## config.mk

```make
export PLATFORM = sky130hd
export DESIGN_NAME = alu_seq_flat
export DESIGN_NICKNAME = d
export VERILOG_FILES = /design/src/rtl/alu_pkg.sv /design/src/rtl/alu_seq_if.sv /design/src/rtl/alu_flags.sv /design/src/rtl/alu_seq.sv /design/src/flat_wrapper.sv
export SDC_FILE = /design/constraint.sdc
export NUM_CORES = 1
export LEC_CHECK = 0
export CORE_MARGIN = 2
export CORE_UTILIZATION = 62
export CTS_BUF_LIST = sky130_fd_sc_hd__clkbuf_16
export CTS_CLUSTER_SIZE = 30
export DETAILED_ROUTE_END_ITERATION = 10
export PLACE_DENSITY = 0.85
export SLEW_MARGIN = 20
export SYNTH_ARGS = -nofsm -noshare
export SYNTH_HDL_FRONTEND = slang
export SYNTH_SLANG_ARGS = --single-unit
```

## constraint.sdc

```tcl
create_clock -name clk -period 3.6 [get_ports clk]
set_input_delay 0.72 -clock clk [delete_from_list [all_inputs] [get_ports clk]]
set_output_delay 0.72 -clock clk [all_outputs]
set_load 0.01 [all_outputs]
```

## src/rtl/alu_pkg.sv

```systemverilog
// Shared definitions for the alu_seq block: opcodes, FSM states, flag indices.
package alu_pkg;

  localparam logic [2:0] OP_ADD = 3'b000;
  localparam logic [2:0] OP_SUB = 3'b001;
  localparam logic [2:0] OP_AND = 3'b010;
  localparam logic [2:0] OP_OR  = 3'b011;
  localparam logic [2:0] OP_XOR = 3'b100;
  localparam logic [2:0] OP_NOT = 3'b101;
  localparam logic [2:0] OP_SHL = 3'b110;
  localparam logic [2:0] OP_SHR = 3'b111;

  typedef enum logic [1:0] {
    ST_IDLE  = 2'd0,
    ST_SHIFT = 2'd1,
    ST_DONE  = 2'd2
  } state_t;

  // Bit positions inside the packed {v,c,n,z} flag vector
  localparam int FLG_V = 3;
  localparam int FLG_C = 2;
  localparam int FLG_N = 1;
  localparam int FLG_Z = 0;

  function automatic logic is_shift(input logic [2:0] op);
    return (op == OP_SHL) || (op == OP_SHR);
  endfunction

endpackage

```

## src/rtl/alu_seq_if.sv

```systemverilog
// Request/response bus of alu_seq: operand handshake in, result handshake out.
interface alu_seq_if #(
  parameter int NBIT = 16
) ();
  logic            in_valid;
  logic            in_ready;
  logic [NBIT-1:0] A;
  logic [NBIT-1:0] B;
  logic [2:0]      Sel;
  logic            out_valid;
  logic            out_ready;
  logic [NBIT-1:0] num_out;
  logic            v;
  logic            c;
  logic            n;
  logic            z;

  // Producer of operations / consumer of results
  modport master (
    output in_valid, A, B, Sel, out_ready,
    input  in_ready, out_valid, num_out, v, c, n, z
  );

  // The ALU itself
  modport slave (
    input  in_valid, A, B, Sel, out_ready,
    output in_ready, out_valid, num_out, v, c, n, z
  );
endinterface

```

## src/rtl/alu_flags.sv

```systemverilog
// Combinational V/C/N/Z generation for a finished result. Shift carry comes in
// from whichever shifter produced R, so the same block serves both shift modes.
module alu_flags
  import alu_pkg::*;
#(
  parameter int NBIT = 16
) (
  input  logic [2:0]      op,
  input  logic [NBIT-1:0] a,
  input  logic [NBIT-1:0] b,
  input  logic [NBIT-1:0] r,
  input  logic            shc,
  output logic [3:0]      flags
);
  localparam int MSB = NBIT - 1;

  // Carry out of the top adder bit: majority of a, b and the carry into the msb,
  // where that carry-in is recovered as r^a^b at the msb.
  logic add_c;
  assign add_c = (a[MSB] & b[MSB]) | ((a[MSB] | b[MSB]) & ~r[MSB]);

  // Per-op flag selection; logic ops leave c/v cleared
  always_comb begin
    flags        = '0;
    flags[FLG_N] = r[MSB];
    flags[FLG_Z] = (r == '0);
    case (op)
      OP_ADD: begin
        flags[FLG_C] = add_c;
        flags[FLG_V] = (a[MSB] == b[MSB]) && (r[MSB] != a[MSB]);
      end
      OP_SUB: begin
        flags[FLG_C] = (a < b);
        flags[FLG_V] = (a[MSB] != b[MSB]) && (r[MSB] != a[MSB]);
      end
      OP_SHL, OP_SHR: flags[FLG_C] = shc;
      default: ;
    endcase
  end

endmodule

```

## src/rtl/alu_seq.sv

```systemverilog
// alu_seq: handshaked 8-op ALU with registered result and flags.
// Shifts are iterative (1 bit/cycle) by default; define ALU_BARREL_EN to make
// SHL/SHR single-cycle through a barrel shifter.
module alu_seq
  import alu_pkg::*;
#(
  parameter int NBIT = 16,
  parameter int SHW  = $clog2(NBIT)
) (
  input  logic     clk,
  input  logic     rst_n,
  alu_seq_if.slave bus
);
  localparam int MSB = NBIT - 1;

  state_t          state, nxt;
  logic            accept;
  logic [SHW-1:0]  amt;
  logic [NBIT-1:0] r_idle;
  logic            shc_idle;
  logic [2:0]      fl_op;
  logic [NBIT-1:0] fl_r;
  logic            fl_shc;
  logic [3:0]      fl;
  logic [NBIT-1:0] num_q;
  logic [3:0]      flg_q;
  logic            shift_start;
  logic            last_step;

  assign accept = bus.in_valid & bus.in_ready;
  assign amt    = bus.B[SHW-1:0];

`ifdef ALU_BARREL_EN
  // One extra bit on the shifted-out side captures the carry; amt=0 yields c=0
  logic [NBIT:0] shl_ext;
  logic [NBIT:0] shr_ext;
  assign shl_ext     = {1'b0, bus.A} << amt;
  assign shr_ext     = {bus.A, 1'b0} >> amt;
  assign shift_start = 1'b0;
  assign last_step   = 1'b1;
  assign fl_op       = bus.Sel;
  assign fl_r        = r_idle;
  assign fl_shc      = shc_idle;
`else
  logic [2:0]      op_q;
  logic [NBIT-1:0] work;
  logic [NBIT-1:0] step;
  logic            step_bit;
  logic [SHW-1:0]  cnt;

  assign shift_start = is_shift(bus.Sel) && (amt != '0);
  assign last_step   = (cnt == SHW'(1));

  // One-bit shift of the working register and the bit falling out of it
  always_comb begin
    if (op_q == OP_SHL) begin
      step     = {work[MSB-1:0], 1'b0};
      step_bit = work[MSB];
    end else begin
      step     = {1'b0, work[MSB:1]};
      step_bit = work[0];
    end
  end

  // Flags see the latched shift while shifting, the live request otherwise
  assign fl_op  = (state == ST_SHIFT) ? op_q     : bus.Sel;
  assign fl_r   = (state == ST_SHIFT) ? step     : r_idle;
  assign fl_shc = (state == ST_SHIFT) ? step_bit : shc_idle;

  // Iterative shifter: load on accept, then shift and count down
  always_ff @(posedge clk or negedge rst_n) begin
    if (!rst_n) begin
      op_q <= OP_ADD;
      work <= '0;
      cnt  <= '0;
    end else if (state == ST_IDLE && accept && shift_start) begin
      op_q <= bus.Sel;
      work <= bus.A;
      cnt  <= amt;
    end else if (state == ST_SHIFT) begin
      work <= step;
      cnt  <= cnt - SHW'(1);
    end
  end
`endif

  // Single-cycle result for the op presented at accept
  always_comb begin
    r_idle   = '0;
    shc_idle = 1'b0;
    case (bus.Sel)
      OP_ADD: r_idle = bus.A + bus.B;
      OP_SUB: r_idle = bus.A - bus.B;
      OP_AND: r_idle = bus.A & bus.B;
      OP_OR:  r_idle = bus.A | bus.B;
      OP_XOR: r_idle = bus.A ^ bus.B;
      OP_NOT: r_idle = ~bus.A;
`ifdef ALU_BARREL_EN
      OP_SHL: begin
        r_idle   = shl_ext[MSB:0];
        shc_idle = shl_ext[NBIT];
      end
      OP_SHR: begin
        r_idle   = shr_ext[NBIT:1];
        shc_idle = shr_ext[0];
      end
`else
      // Only the amt=0 case completes here; nonzero amounts go to SHIFT
      OP_SHL, OP_SHR: r_idle = bus.A;
`endif
      default: r_idle = '0;
    endcase
  end

  alu_flags #(.NBIT(NBIT)) u_flags (
    .op    (fl_op),
    .a     (bus.A),
    .b     (bus.B),
    .r     (fl_r),
    .shc   (fl_shc),
    .flags (fl)
  );

  // Result/flag register: written only when an op completes, held otherwise
  always_ff @(posedge clk or negedge rst_n) begin
    if (!rst_n) begin
      num_q <= '0;
      flg_q <= '0;
    end else if ((state == ST_IDLE && accept && !shift_start) ||
                 (state == ST_SHIFT && last_step)) begin
      num_q <= fl_r;
      flg_q <= fl;
    end
  end

  // FSM state register
  always_ff @(posedge clk or negedge rst_n) begin
    if (!rst_n) state <= ST_IDLE;
    else        state <= nxt;
  end

  // FSM next-state logic
  always_comb begin
    nxt = state;
    case (state)
      ST_IDLE:  if (accept) nxt = shift_start ? ST_SHIFT : ST_DONE;
      ST_SHIFT: if (last_step) nxt = ST_DONE;
      ST_DONE:  if (bus.out_ready) nxt = ST_IDLE;
      default:  nxt = ST_IDLE;
    endcase
  end

  // FSM outputs: handshake signals decode state only
  always_comb begin
    bus.in_ready  = (state == ST_IDLE);
    bus.out_valid = (state == ST_DONE);
  end

  assign bus.num_out = num_q;
  assign bus.v       = flg_q[FLG_V];
  assign bus.c       = flg_q[FLG_C];
  assign bus.n       = flg_q[FLG_N];
  assign bus.z       = flg_q[FLG_Z];

endmodule

```

## src/flat_wrapper.sv

```systemverilog
// flat-port wrapper written by rule: the top's interface ports become plain ports
module alu_seq_flat import alu_pkg::*;
#(
  parameter int NBIT = 16,
  parameter int SHW  = $clog2(NBIT)
)
  (clk, rst_n, bus_in_valid, bus_A, bus_B, bus_Sel, bus_out_ready, bus_in_ready, bus_out_valid, bus_num_out, bus_v, bus_c, bus_n, bus_z);
  alu_seq_if #(.NBIT(NBIT)) bus_i ();
  input  logic clk;
  input  logic rst_n;
  input wire logic [$bits(bus_i.in_valid)-1:0] bus_in_valid;
  input wire logic [$bits(bus_i.A)-1:0] bus_A;
  input wire logic [$bits(bus_i.B)-1:0] bus_B;
  input wire logic [$bits(bus_i.Sel)-1:0] bus_Sel;
  input wire logic [$bits(bus_i.out_ready)-1:0] bus_out_ready;
  output wire logic [$bits(bus_i.in_ready)-1:0] bus_in_ready;
  output wire logic [$bits(bus_i.out_valid)-1:0] bus_out_valid;
  output wire logic [$bits(bus_i.num_out)-1:0] bus_num_out;
  output wire logic [$bits(bus_i.v)-1:0] bus_v;
  output wire logic [$bits(bus_i.c)-1:0] bus_c;
  output wire logic [$bits(bus_i.n)-1:0] bus_n;
  output wire logic [$bits(bus_i.z)-1:0] bus_z;
  assign bus_i.in_valid = bus_in_valid;
  assign bus_i.A = bus_A;
  assign bus_i.B = bus_B;
  assign bus_i.Sel = bus_Sel;
  assign bus_i.out_ready = bus_out_ready;
  assign bus_in_ready = bus_i.in_ready;
  assign bus_out_valid = bus_i.out_valid;
  assign bus_num_out = bus_i.num_out;
  assign bus_v = bus_i.v;
  assign bus_c = bus_i.c;
  assign bus_n = bus_i.n;
  assign bus_z = bus_i.z;
  alu_seq #(.NBIT(NBIT), .SHW(SHW)) u_core (.clk(clk), .rst_n(rst_n), .bus(bus_i));
endmodule
```

# Yosys cells after proc, flatten, opt, wreduce, memory -nomap -nowiden
# Index checks and enable logic that the tools add are counted.
[totals]
register_bits = 45
inputBits = 39
elab_cells = 76
[classes]
addsub = 3
magnitude_cmp = 1
n_eq_ne = 20
mux = 17
bitwise = 10
reduce_logical = 19
[op_table]
columns = ["op", "n"]
rows = [
  ["16-bit one-hot mux with 7 select lines", 1],
  ["16-bit two-way mux", 4],
  ["3-bit equality test, second input constant", 7],
  ["16-bit adder", 1],
  ["16-bit AND", 1],
  ["16-bit logical NOT", 1],
  ["16-bit less-than comparator", 1],
  ["16-bit NOT", 1],
  ["16-bit bitwise OR", 1],
  ["16-bit subtractor", 1],
  ["16-bit XOR", 1],
  ["2-bit two-way mux", 4],
  ["4-bit two-way mux", 2],
  ["1-bit logical AND", 7],
  ["3-bit by 1-bit equality test with 1-bit output, second input constant", 2],
  ["3-bit by 2-bit equality test with 1-bit output, second input constant", 2],
  ["3-bit logical NOT", 2],
  ["2-bit one-hot mux with 3 select lines", 1],
  ["4-bit by 1-bit equality test with 1-bit output, second input constant", 1],
  ["2-bit inequality test, second input constant", 2],
  ["4-bit nonzero test", 1],
  ["2-bit OR reduction", 2],
  ["4-bit by 1-bit subtractor with 4-bit output, second input constant", 1],
  ["1-bit AND", 3],
  ["other kinds (16)", 20],
]

# Depth between registers and ports, before layout
# Gate-level depths: netlist of run 1.
[depth]
word_depth = 8
ltp_mapped = 13

# Cells and area by module
# A second synthesis of run 1 with hierarchy kept.
[hier_totals]
hier_cells = 642
hier_area_um2 = 5008.6
[by_module_without_submodules]
columns = ["module", "instances", "cells_each", "area_each_um2", "seq_area_each_um2"]
rows = [
  ["alu_seq", 1, 573, 4488.1, 1126.1],
  ["alu_flags", 1, 69, 520.5, 0.0],
]

# Worst setup path before layout of run 1
# Ideal clock, no wire load.
[synth_timing]
path_kind = "input -> register"
start = "in bus_A[0]"
end = "reg u_core.flg_q[0]"
setup_ns = 0.121
arrival_ns = 2.915
required_ns = 3.479
slack_ns = 0.563
cell_stages = 13
n_path_buf = 0
cell_sequence = "inv_1 -> ha_1 -> inv_1 -> fa_1 -> nor2b_1 -> o311ai_2 -> a21oi_1 -> mux2_2 -> o41a_1 -> nand3_1 -> nor4b_2 -> nand4_1 -> o21ai_1"
[synth_between]
elab_chain_cells = 4
elab_cells_between_ends = 9
classes_between = "add/sub: 2; mux: 2; bitwise: 4; reduce/logical: 1"
[synth_lines]
columns = ["element", "line_no", "source"]
rows = [
  ["start: declaration", "flat_wrapper.sv:12", "input wire logic [$bits(bus_i.A)-1:0] bus_A;"],
  ["16-bit subtractor, or another cell as far along", "alu_seq.sv:93", "OP_SUB: r_idle = bus.A - bus.B;"],
  ["16-bit one-hot mux with 7 select lines (*)", "alu_seq.sv:91", "case (bus.Sel)"],
  ["16-bit two-way mux (*)", "alu_seq.sv:67", "assign fl_r = (state == ST_SHIFT) ? step : r_idle;"],
  ["16-bit logical NOT (*)", "alu_flags.sv:26", "flags[FLG_Z] = (r == '0);"],
  ["end signal: assignment", "alu_seq.sv:132", "flg_q <= fl;"],
  ["end: declaration", "alu_seq.sv:26", "logic [3:0] flg_q;"],
]
# Mark *: on every way between the ends. The rest lies on a longest branch, timed or not.
# A chain may end at the register's enable or synchronous reset.

# Final worst setup path of run 1
[layout_timing]
start = "in bus_B[2]"
end = "reg u_core.flg_q[0]"
[layout_between]
elab_chain_cells = 5
elab_cells_between_ends = 13
classes_between = "add/sub: 2; mux: 2; bitwise: 3; reduce/logical: 6"
[layout_lines]
columns = ["element", "line_no", "source"]
rows = [
  ["start: declaration", "flat_wrapper.sv:13", "input wire logic [$bits(bus_i.B)-1:0] bus_B;"],
  ["branches (longest 5 deep; another with 16-bit subtractor)", "--", ""],
]
# Several ways; the timed one is not identified.

==> impl_summary.md, run 1 <==
Status
The run finished with clean final reports.

Global route
Across every metal layer, demand over resource in global routing totals about 43%. The initial antenna violation count was 0. The wire length of the first global-routing pass is a little under 30 mm. The total congestion overflow is 0. Entering global routing, the biggest net connects 48 pins. The via count of the first global-routing pass was 6035.

Clock network
TritonCTS built the clock tree. Hold repair after CTS inserted 0 buffers. For the worst-skew pair, the clock arrives at the later sink with an insertion delay of 0.29 ns. The H-tree was split into 2 levels. The number of clock sinks is 44.

In this run, CTS created clock tree buffers numbering 5. The library cell used as clock root buffer is sky130_fd_sc_hd__clkbuf_16. In this run the deepest clock path goes through 2 buffers. Clock-pin slew was measured on the worst setup and hold paths at around 0.060 ns.

Cells and area
Cells fill between 80% and 90% of the core in the end. The post-layout instance count excluding filler cells is slightly below 900. The net count reported at finish is 875.

The layout cell share with drive strength beyond 1 is 19.1%. The cell area after layout is between 6000 and 7000 um^2. The number of diodes added for antenna fixing is 0. The area added between synthesis and finish is 31.0%.

Setup path
The arrival time of the worst setup path is 3.73 ns. The setup check on the worst reg-to-reg path leaves a slack of 0.80 ns. The largest driver fanout on the critical path is 4.

The endpoint identified for the worst register-to-register timing path is u_core.flg_q[0]. The depth of the worst register-to-register path is 9. The type of element capturing the critical path is a register.

For this run, the slowest stage of the critical path takes approximately 0.51 ns. Counting both buffers and inverters, the worst setup path holds a total of 2. The worst setup path is launched from an input port.

Grouping stages by cell kind, the critical path spends the most delay in compound AO/OA/AOI/OAI gates. The critical path goes through clkdlybuf4s50_1, inv_1, ha_4, nor2b_1, o31a_1, o41a_1, a311o_1, a21oi_2, a2111oi_2, nor4b_2, nand4_1, o21ai_1. The required time of the worst setup path is 3.82 ns. The start of the worst register-to-register path is u_core.op_q[0].

The critical path is of the input port to register type. The worst-path cell with the longest stage delay is sky130_fd_sc_hd__o41a_1.

Yosys
Of the post-synthesis cell area, the part taken by muxes is 2.98%. The post-synthesis net count is 749. Among all flip-flop cells after synthesis, the most frequent one is sky130_fd_sc_hd__dfrtp_1. After Yosys synthesis, XOR and XNOR cells account for 2.08% of the synthesized area.

The mapped netlist covers ~5000 um^2. The synthesized design contains 44 register bits. The synthesized instance count is approximately 660.

The synthesized netlist devotes 21.8% of its cell area to simple gates. By area, the combinational part of the netlist is dominated by compound AO/OA/AOI/OAI gates. The synthesized design contains 0 enable-type register cells.

The synthesized netlist devotes a little over an eighth of its cell area to adder and majority cells. The proportion of synthesized flip-flops having asynchronous set or reset is 100%. During synthesis, Yosys emitted a total of 0 warnings.

The synthesized netlist contains 80 unique library cells. After synthesis, the mean cell area works out to 7.67 um^2. The share of synthesized area occupied by flip-flops and latches is 21.8%.

The share of the synthesized area in compound gates (AO/OA/AOI/OAI) is 30.1%.

Run
Max-cap violations in this run came to 0.

Hold path
The worst hold path begins at u_core.bus.num_out[8]. For hold timing, the worst endpoint is u_core.bus.num_out[8]. Counting instances, the worst hold path has a depth of 2. The type of the tightest min-delay check is register to register.

Power and ir drop
In this run the power density over the cells is roughly 500 nW/um^2. For this design the static power due to leakage is between 2 and 3 nW. The maximum vdd drop is 0.000470 V.

Detailed routing
Using the TritonRoute via totals, the vias-per-cell ratio works out to 6.81. Across all layers, the routed design uses 6044 vias. The routed design has between 15 and 20 mm of wire. For this block, the initial DRC count from the detailed router was around 750. The iteration count of the initial detailed-routing pass is 7. The routed length per placed instance is 20.9 um. In this run the remaining antenna-violating nets after routing total 0. In the routed design, unresolved DRC markers number 0.

STA
The slew at the pin closest to its max-slew limit is slightly below 1 ns. Setup violations remaining at the end of the flow were counted as 0. The largest clock skew in the final design is 0.00422 ns. The worst pin sits at a relative slew slack of a little over a third.

The time the worst path needs with I/O delays and setup is ~3.5 ns. The final cycle utilization of the critical path is between 90% and 100%. The final count of pins violating max slew came to 0. The achievable frequency is 284 MHz. The final hold violation count is 0.

Placement
The placement-stage cell area is approximately 6400 um^2. The weighted congestion at the end of routability-driven global placement is 1.02. Once placement completed, the tool counted placed cells totaling 877.

The number of buffer cells added on primary ports is 60. The post-DP HPWL is 13.7 mm.

Die
The number of I/O pins is 61. In this run the standard cell core region covers 7810 um^2. The width of the die is 94.2 um. The initial utilization of the core area, before any placement, comes to 64.6%. Row generation in the floorplan step produced 32 rows. The die covers 8870 um^2.

From bottom edge to top edge, the die measures about 94 um.
[repair_timing]
item                       CTS  global route
buffers inserted             0             2
resized for setup            0            12
setup endpoints to repair    0             6
[metrics by stage]
step,TNS [ns],setup slack (ns),total power [mW],hold slack [ns]
6_report,0,0.0818,3.26,0.486
5_1_grt,-0.00715,-0.00715,3.44,0.516
4_1_cts,0,0.124,3.18,0.491
3_5_place_dp,-0.517,-0.156,2.62,0.478
3_3_place_gp,-0.222,-0.0899,2.52,0.463
2_1_floorplan,0,0.563,1.86,0.424
[cell type report]
cell class,instances,area (um^2)
clock inverters,3,42.5
clock buffers,5,125
flip-flops and latches,44,1100
repair buffers,164,1400
inverters,55,206
fillers,475,1200
well taps,102,128
multi-input cells,514,3600
[logic make-up after synthesis]
kind of cell / after synthesis
multiplexers: 14
flip-flops: 44
XOR/XNOR: 12
buffers and inverters: 100
AO/OA/AOI/OAI: 208
AND/OR/NAND/NOR: 228
adder cells (fa/ha/maj): 52
[Yosys cell counts, types with 7 or more instances]
cell type	n	area (um^2)
sky130_fd_sc_hd__nand2_1	83	312
sky130_fd_sc_hd__inv_1	52	195
sky130_fd_sc_hd__ha_1	50	626
sky130_fd_sc_hd__dfrtp_1	44	1100
sky130_fd_sc_hd__nor2_1	42	158
sky130_fd_sc_hd__o21ai_0	39	195
sky130_fd_sc_hd__a21oi_1	26	130
sky130_fd_sc_hd__clkbuf_1	25	93.8
sky130_fd_sc_hd__nand3_1	18	90.1
sky130_fd_sc_hd__nor3_1	18	90.1
sky130_fd_sc_hd__buf_2	16	80.1
sky130_fd_sc_hd__o221ai_1	13	114
sky130_fd_sc_hd__o21ai_1	12	60.1
sky130_fd_sc_hd__a221o_1	11	110
sky130_fd_sc_hd__nor2b_1	11	68.8
sky130_fd_sc_hd__o31ai_1	11	82.6
sky130_fd_sc_hd__a211oi_1	10	75.1
sky130_fd_sc_hd__a31oi_1	10	62.6
sky130_fd_sc_hd__nand2b_1	10	62.6
sky130_fd_sc_hd__xnor2_1	10	87.6
sky130_fd_sc_hd__nor4_1	9	56.3
sky130_fd_sc_hd__a221oi_1	8	70.1
sky130_fd_sc_hd__a21o_1	7	52.6
sky130_fd_sc_hd__and3_1	7	43.8
sky130_fd_sc_hd__mux2_2	7	78.8
[worst max path at each step]
stage | start | to | slack, ns | cells past startpoint
floorplan | bus_A[0] | u_core.flg_q[0] | 0.56 | 13
global placement | bus_B[0] | u_core.flg_q[0] | -0.09 | 13
detailed placement | bus_B[6] | u_core.bus.num_out[13] | -0.16 | 14
CTS | bus_B[2] | u_core.flg_q[0] | 0.12 | 12
global route | bus_B[6] | u_core.flg_q[0] | -0.007 | 14
finish | bus_B[2] | u_core.flg_q[0] | 0.08 | 12
[tightest hold or removal path: cells and delay by family (launching register included)]
kind | cells | cell delay (ns)
flops | 1 | 0.34
compound gates | 1 | 0.06
simple gates | 1 | 0.05
[state kept, by name, summed over array words and instances, names as in the netlist]
| signal | cells |
|---|---|
| u_core.state | 2 |
| u_core.bus.num_out | 15 |
| u_core.op_q | 3 |
| u_core.work | 16 |
| u_core.cnt | 4 |
| u_core.flg_q | 4 |
[cells in the final DEF (no fill, tap or decap), types with 17 or more instances in the layout]
| master | instances |
|---|---|
| sky130_fd_sc_hd__buf_4 | 102 |
| sky130_fd_sc_hd__nand2_1 | 83 |
| sky130_fd_sc_hd__clkdlybuf4s50_1 | 56 |
| sky130_fd_sc_hd__inv_1 | 51 |
| sky130_fd_sc_hd__ha_1 | 48 |
| sky130_fd_sc_hd__dfrtp_1 | 44 |
| sky130_fd_sc_hd__nor2_1 | 42 |
| sky130_fd_sc_hd__o21ai_0 | 39 |
| sky130_fd_sc_hd__a21oi_1 | 25 |
| sky130_fd_sc_hd__nand3_1 | 18 |
| sky130_fd_sc_hd__nor3_1 | 17 |
[report_power, final]
group          switching (mW)  internal, mW
registers               0.203         0.723
logic                   0.996         0.818
clock network           0.199         0.326
[per-layer routing]
metal  global-route usage [%]  wire [um]  up-vias
met3                     7.62       1730      169
met4                     27.3       1600        0
met1                     49.2       6290     2764
li1                         -          -     2655
met2                     72.6       8920      456
met5                        0          0        -
No activity file was read; power rests on OpenSTA's default activity.
==> run 2, diff against run 1 <==
--- a/config.mk
+++ b/config.mk
@@ -6,11 +6,12 @@
 export NUM_CORES = 1
 export LEC_CHECK = 0
 export CORE_MARGIN = 2
-export CORE_UTILIZATION = 62
+export CORE_UTILIZATION = 60
 export CTS_BUF_LIST = sky130_fd_sc_hd__clkbuf_16
 export CTS_CLUSTER_SIZE = 30
 export DETAILED_ROUTE_END_ITERATION = 10
-export PLACE_DENSITY = 0.85
+export PLACE_DENSITY = 0.83
+export REMOVE_ABC_BUFFERS = 1
 export SLEW_MARGIN = 20
 export SYNTH_ARGS = -nofsm -noshare
 export SYNTH_HDL_FRONTEND = slang
==> run 2 against run 1 <==
  * Maximum frequency fell by 0.44%
  * Cell count rose by 2.3%
  * Non-clock buffer count rose by 17
  * Hold slack got worse by 0.062 ns
  * Combinational power rose by 8%
  * Setup slack got worse by 0.016 ns
  * Utilization fell by 0.55 points
  * Wire length rose by 12%
  * Die area rose by 3.2%
  * Sequential share of layout area fell by 0.65 points
  * Global-route usage rose by 1.3 points
  * Cell area rose by 4.0%
==> impl_summary.md, run 2 (synthesis results as in run 1) <==
Detailed routing
The DRC violation total after the first TritonRoute iteration is between 1k and 1.5k. The total via count after detailed routing is 6400. The count of nets left with antenna violations once routing finished came out at 0. The aggregate routed wire length is 20.8 mm. The routed length per placed instance is 22.9 um. The first detailed-routing pass ran for 7 iterations. The ratio of routed vias to standard cells is 7.06. After detailed routing, the number of remaining DRC violations is 0.

Global route
Entering global routing, the biggest net connects 45 pins. The initial antenna violation count is 0. The wire length of the first global-routing pass is between 30 and 40 mm.

The via count of the first global-routing pass is 6001. For this run the aggregate overflow at the end of global routing stands at 0. Across every metal layer, demand over resource in global routing totals 44.0%.

Power and ir drop
The register share of total power is ~28%. In this run switching power makes up 44.6% of total power. The internal portion of the total power is ~1.9 mW. Power spread over the standard cell area amounts to 503 nW/um^2.

The fraction of power consumed by combinational cells is 56.5%. The clock network accounts for about 16% of the total power. VDD sags by at most 0.000378 V. For this design the total switching power over the nets is about 1.5 mW. The leakage dissipation is 3.09 nW.

STA
The achievable frequency is 283 MHz. Setup violations remaining at the end of the flow were counted as 0. For the pin with the worst max-slew slack, the measured transition is 0.600 ns.

The worst pin sits at a relative slew slack of about three fifths. The final count of pins violating max slew came to 0. Dividing the final minimum period by the clock period gives between 90 and 100%. Between clock sinks in the finished design, the worst skew comes to 0.0106 ns. The time the worst path needs with I/O delays and setup is between 3 and 4 ns.

For the final routed database, the setup TNS stands at 0 ns. The final hold violation count came to 0.

Die
The number of I/O pins is 61. The floorplan step defined a core boundary enclosing around 8200 um^2. In this run the core area contains 33 standard-cell rows.

The die is roughly 96 um wide. The die covers 9160 um^2. For this configuration, the core starts out at a cell density of 61.7%. In this run the vertical extent of the chip is about 96 um.

Setup path
The setup path with the least slack is of type input port to register. For the worst flop-to-flop path, the logic depth is 9. The minimum setup slack among reg-to-reg paths is 0.83 ns. The reg-to-reg endpoint is u_core.flg_q[0]. The most critical setup path has its endpoint at u_core.flg_q[0]. For this run, the slowest stage of the critical path takes 0.51 ns.

The type of element capturing the critical path is a register. The arrival time of the worst setup path is 3.76 ns. In this run the worst path has a maximum fanout of 6. The worst setup path is launched from an input port. The required time of the worst setup path is approximately 3.8 ns. The startpoint of the most critical setup path is bus_B[3]. Traced cell by cell, the critical path runs through clkdlybuf4s50_1, inv_1, ha_2, o21a_1, o31a_1, o41a_1, a211o_1, o211ai_1, buf_4, nor4b_4, a211oi_4, nand4_1, o21ai_1. The worst-path cell with the longest stage delay is sky130_fd_sc_hd__clkdlybuf4s50_1.

In this run the critical register-to-register path is launched from u_core.state[0].

Cells and area
The number of diodes added for antenna fixing is 0. Counting flops per register, the top entry is u_core.work. The area added between synthesis and finish is 36.2%. The most common cell after layout, fill and taps aside is sky130_fd_sc_hd__buf_4. The library cells used most frequently in the layout, excluding fill and tap cells, are 119 x sky130_fd_sc_hd__buf_4, 83 x sky130_fd_sc_hd__nand2_1, 55 x sky130_fd_sc_hd__clkdlybuf4s50_1, 50 x sky130_fd_sc_hd__inv_1, 46 x sky130_fd_sc_hd__ha_1. The post-layout instance count excluding filler cells is 907. The net count of the finished layout is 892.

The register with the most flip-flops in the layout has 16 of them. The post-route netlist has 22.2% of its cells at a drive strength greater than 1. The layout has 462 filler cells.

Run
The tool flagged a number of max-cap violations equal to 0.

Clock network
The number of buffers added to fix hold violations after cts is 0. In this run the deepest clock path goes through 2 buffers. The CTS H-tree depth is 2. The TritonCTS buffer count is 5. The clock tree from TritonCTS is yes. After clock tree synthesis, the clock-pin slew on the worst setup and hold paths is 0.07 ns. The number of clock sinks is between 40 and 50.

Clock latency on the worst-skew pair, taken at its later pin, is about 0.30 ns. CTS placed an instance of sky130_fd_sc_hd__clkbuf_16 at the clock tree root.

Placement
At the end of routability-driven placement, the weighted congestion stood at 1.05. The post-DP HPWL is 13.6 mm. The number of buffer cells added on primary ports is 60. The post-placement cell count is between 800 and 900.

Status
The flow ran to the end, and the final reports show no timing, DRC or antenna violations.

Hold path
The worst hold path belongs to the class input port to asynchronous set/reset pin.
## run 2: area by class of cell
class,instances,area [um^2],share of cell area (%)
Sequential cell,44,1100,16.0
Timing Repair Buffer,181,1550,22.5
Clock inverter,3,42.5,0.619
Multi-Input combinational cell,514,3720,54.1
Tap cell,105,131,1.91
Inverter,55,206,3.00
Clock buffer,5,125,1.82
## run 2: critical path: cells and delay by family
| family | cells | cell delay (ns) |
|---|---|---|
| compound gates | 7 | 1.72 |
| buf+inv | 3 | 0.77 |
| fa+ha+maj | 1 | 0.33 |
| simple gates | 2 | 0.21 |
## run 2: timing repair
item / in CTS / in global routing
pin swaps: 0 / 16
endpoints found under the setup margin: 2 / 7
resized for setup: 1 / 32
setup buffers: 0 / 2
## run 2: how the worst min path moves through the flow
stage | end | slack, ns | depth (start not counted)
2_1_floorplan | u_core.bus.num_out[0] | 0.42 | 0
3_3_place_gp | u_core.bus.num_out[5] | 0.46 | 1
3_5_place_dp | u_core.bus.num_out[5] | 0.47 | 1
4_1_cts | u_core.bus.num_out[5] | 0.48 | 1
5_1_grt | u_core.bus.num_out[11] | 0.47 | 1
6_report | u_core.bus.num_out[11] | 0.42 | 1
## run 2: power by group through the flow
stage / clock network (mW) / logic, mW / registers, mW
floorplan: 0 / 0.895 / 0.909
global placement: 0 / 1.68 / 0.897
detailed placement: 0 / 1.74 / 0.913
CTS: 0.533 / 1.80 / 0.921
global route: 0.559 / 2.09 / 0.964
finish: 0.551 / 1.95 / 0.950
## run 2: metrics by stage
step                power [mW]  hold slack (ns)  util [%]  worst slack [ns]  instance area (um^2)
floorplan                 1.80            0.424         -           -0.0196                  4840
global placement          2.58            0.463      79.6            -0.138                  6510
detailed placement        2.66            0.466      79.6            -0.224                  6510
CTS                       3.26            0.481      81.7            0.0115                  6680
global route              3.62            0.468      84.1            -0.146                  6870
finish                    3.45            0.424      84.1            0.0661                  6870
## run 2: layer usage
layer | global-route usage, % | share of wire [%] | up-vias | wire [um]
li1 | - | - | 2687 | -
met1 | 51.7 | 33 | 2861 | 6890
met2 | 69.1 | 43 | 613 | 9010
met3 | 13.0 | 13 | 239 | 2750
met4 | 30.2 | 10 | 0 | 2110
met5 | 0 | 0 | - | 0
==> run 3, diff against run 2 <==
--- a/config.mk
+++ b/config.mk
@@ -5,7 +5,6 @@
 export SDC_FILE = /design/constraint.sdc
 export NUM_CORES = 1
 export LEC_CHECK = 0
-export CORE_MARGIN = 2
 export CORE_UTILIZATION = 60
 export CTS_BUF_LIST = sky130_fd_sc_hd__clkbuf_16
 export CTS_CLUSTER_SIZE = 30
==> run 3 against run 2 <==
  * The flow now finishes with violations (DRC)
  * Cell area down 2.1%
  * Critical path type unchanged
  * Sequential power down 2.3%
  * Setup slack worse by 0.020 ns
==> impl_summary.md, run 3 (synthesis results as in run 1) <==
Status
The run finished, with violations left. The checks that failed: DRC.

Setup path
The critical setup path kind is input port to register. The worst setup path is captured at a register. The required time of the worst setup path is 3.78 ns. The largest stage delay on the critical path is 0.49 ns. Setup slack on the worst reg-to-reg path comes out at 0.92 ns. The dominant cell type by count on the critical path is sky130_fd_sc_hd__o21ai_1. The worst-path cell with the longest stage delay is sky130_fd_sc_hd__clkdlybuf4s50_1. The worst path buffer plus inverter count is 3. The worst register-to-register path has a depth of 8. In this run the critical register-to-register path is captured at u_core.flg_q[0].

The critical path goes through clkdlybuf4s50_1, inv_1, ha_1, a211oi_1, buf_4, o21ai_1, a21boi_1, nor2_1, mux2_2, a41oi_1, a32oi_2, nand4_1, o21ai_1. The arrival time of the worst setup path is 3.73 ns. The type of element launching the critical path is an input port. In this run the critical register-to-register path is launched from u_core.op_q[0].

The startpoint of the most critical setup path is bus_B[1]. The largest driver fanout on the critical path is 4. On the critical path the largest part of the delay comes from compound AO/OA/AOI/OAI gates.

Detailed routing
Summed over all nets, wire length on met2 after detailed routing comes to 8.65 mm. The DRC violation total after the first TritonRoute iteration is 897. The highest layer touched by signal routing is met4. The total via count after detailed routing is 6190. The routed length on met3 is around 2.2 mm. The routed length per placed instance is between 20 and 25 um. In the final routing, the length of wire on met1 measures approximately 6.9 mm. After detailed routing, the number of remaining DRC violations is 1. Once detail routing completed, the nets flagged for antenna violations numbered 0. Using the TritonRoute via totals, the vias-per-cell ratio works out to a little under 7. The routed design has 19.3 mm of wire. For this run, the detailed router's first-pass iteration total came to 9.

STA
On the final layout, the worst clock skew is approximately 0.0083 ns. After layout, the worst path uses 98.7% of the clock period. The slew at the pin closest to its max-slew limit is about 1 ns. The total setup violations reported at the end of the flow is 0. In the post-route analysis, the smallest setup slack over all paths is 0.0460 ns. The final count of pins violating max slew was 0. The worst pin sits at a relative slew slack of 33.3%. Static timing analysis puts the maximum clock frequency at roughly 280 MHz. Hold is met by 0.483 ns. Summed over all failing endpoints, the final setup total negative slack is 0 ns. The final hold violation count is 0. The worst path needs 3.55 ns of the cycle, external delays included.

Die
The starting density of the core is 61.7%. The number of cell rows is 33. From bottom edge to top edge, the die measures 93.7 um. The overall die area is between 8000 and 9000 um^2. 61 I/O pins were placed.

The die is 93.7 um wide. The placeable core region is 8180 um^2.

Global route
Global routing used a little over two fifths of the available tracks across all layers. The largest net degree at the start of global routing is 45. The initial antenna violation count came to 0.

The first global-routing pass estimated 29.3 mm of wire. The total overflow left after global routing is 0. The via count of the first global-routing pass was 5886.

Run
The max capacitance violation total is 0.

Placement
Detailed placement ended at an HPWL of 13.7 mm. OpenSTA, run right after detailed placement, puts the worst setup slack at -0.258 ns. The weighted congestion at the end of routability-driven global placement is approximately 1.1.

Once placement finished, the instance area stood at 6440 um^2. Counting tap cells, the placed design contains a total of between 800 and 900 instances. The count of buffers added on input and output ports is 60.

Cells and area
Summing all flip-flop and latch instances after layout gives ~1100 um^2. The library cells used most frequently in the layout, excluding fill and tap cells, are 111 x sky130_fd_sc_hd__buf_4, 83 x sky130_fd_sc_hd__nand2_1, 55 x sky130_fd_sc_hd__clkdlybuf4s50_1, 51 x sky130_fd_sc_hd__inv_1, 49 x sky130_fd_sc_hd__ha_1. Ranked by flip-flop count, first place goes to u_core.work.

The multi-input combinational cell area is between 3000 and 4000 um^2. Compared with the post-synthesis result, the final layout area differs by 33.4%. The post-layout instance count excluding filler cells is between 800 and 900.

0 antenna diodes ended up in the layout. The core utilization of the finished layout is 82.3%. The most common cell after layout, fill and taps aside is sky130_fd_sc_hd__buf_4. After routing the design area is just under 7000 um^2. The filler cell count in the final layout is 502. The net count reported at finish is 884. The register with the most flip-flops in the layout has 16 of them.

Of the cells placed in the final design, the portion with a size suffix greater than 1 is 20.4%.

Clock network
Counting the buffers created by CTS gives 5. The maximum clock insertion buffer count is 2. The clock latency on the worst-skew pair is 0.29 ns. In this run the clock root is driven by a sky130_fd_sc_hd__clkbuf_16. The number of clock sinks is 44. Buffers inserted to repair hold after CTS numbered 0. The CTS H-tree depth is 2. The clock edge transition at the registers on the reported setup and hold paths is 0.07 ns.

TritonCTS built the clock tree.

Power and ir drop
Dividing total power by cell area gives a power density of 494 nW/um^2. Power comes to 3.32 mW. For this design the static power due to leakage is between 3 and 4 nW.

IR analysis of the VDD net gives a maximum drop of 0.000418 V.

Hold path
In this run the most critical hold path is launched from u_core.flg_q[3]. The instance count along the most critical hold path is 2. The min-delay analysis places its worst path in the category register to register. The path with the worst hold slack has its endpoint at u_core.flg_q[3].
## run 3: area by class of cell
cell class,instances,area share (%)
clock buffer,5,1.86
tap,105,1.95
multi-input combinational,514,54.2
inverter,55,3.07
sequential,44,16.4
clock inverter,3,0.688
timing repair buffer,173,21.9
## run 3: timing repair
item | in CTS | in global routing
endpoints found under the setup margin | 0 | 4
resized for setup | 0 | 20
setup buffers | 0 | 2
## run 3: how the worst max path moves through the flow
| stage | cells after the start | end | slack [ns] |
|---|---|---|---|
| floorplan | 5 | u_core.cnt[3] | -0.02 |
| finish | 13 | u_core.flg_q[0] | 0.05 |
| global placement | 13 | u_core.bus.num_out[14] | -0.13 |
| global route | 13 | u_core.flg_q[0] | -0.08 |
| CTS | 14 | u_core.flg_q[0] | 0.02 |
| detailed placement | 14 | u_core.flg_q[0] | -0.26 |
## run 3: metal layers
layer / vias to the layer above / track usage, %
li1: 2672 / -
met1: 2808 / 51.4
met3: 184 / 9.87
met5: - / 0
met4: 0 / 29.1
met2: 526 / 69.9
## run 3: worst reg2reg max path, delay by kind of cell (launching register included)
family           cells  cell delay (ns)
AO/OA/AOI/OAI        3             0.55
flip-flops           1             0.46
AND/OR/NAND/NOR      5             1.59
## run 3: report_power, final
part	switching (mW)	internal, mW
clock network	0.212	0.330
logic	1.02	0.831
registers	0.206	0.723
total	1.44	1.88
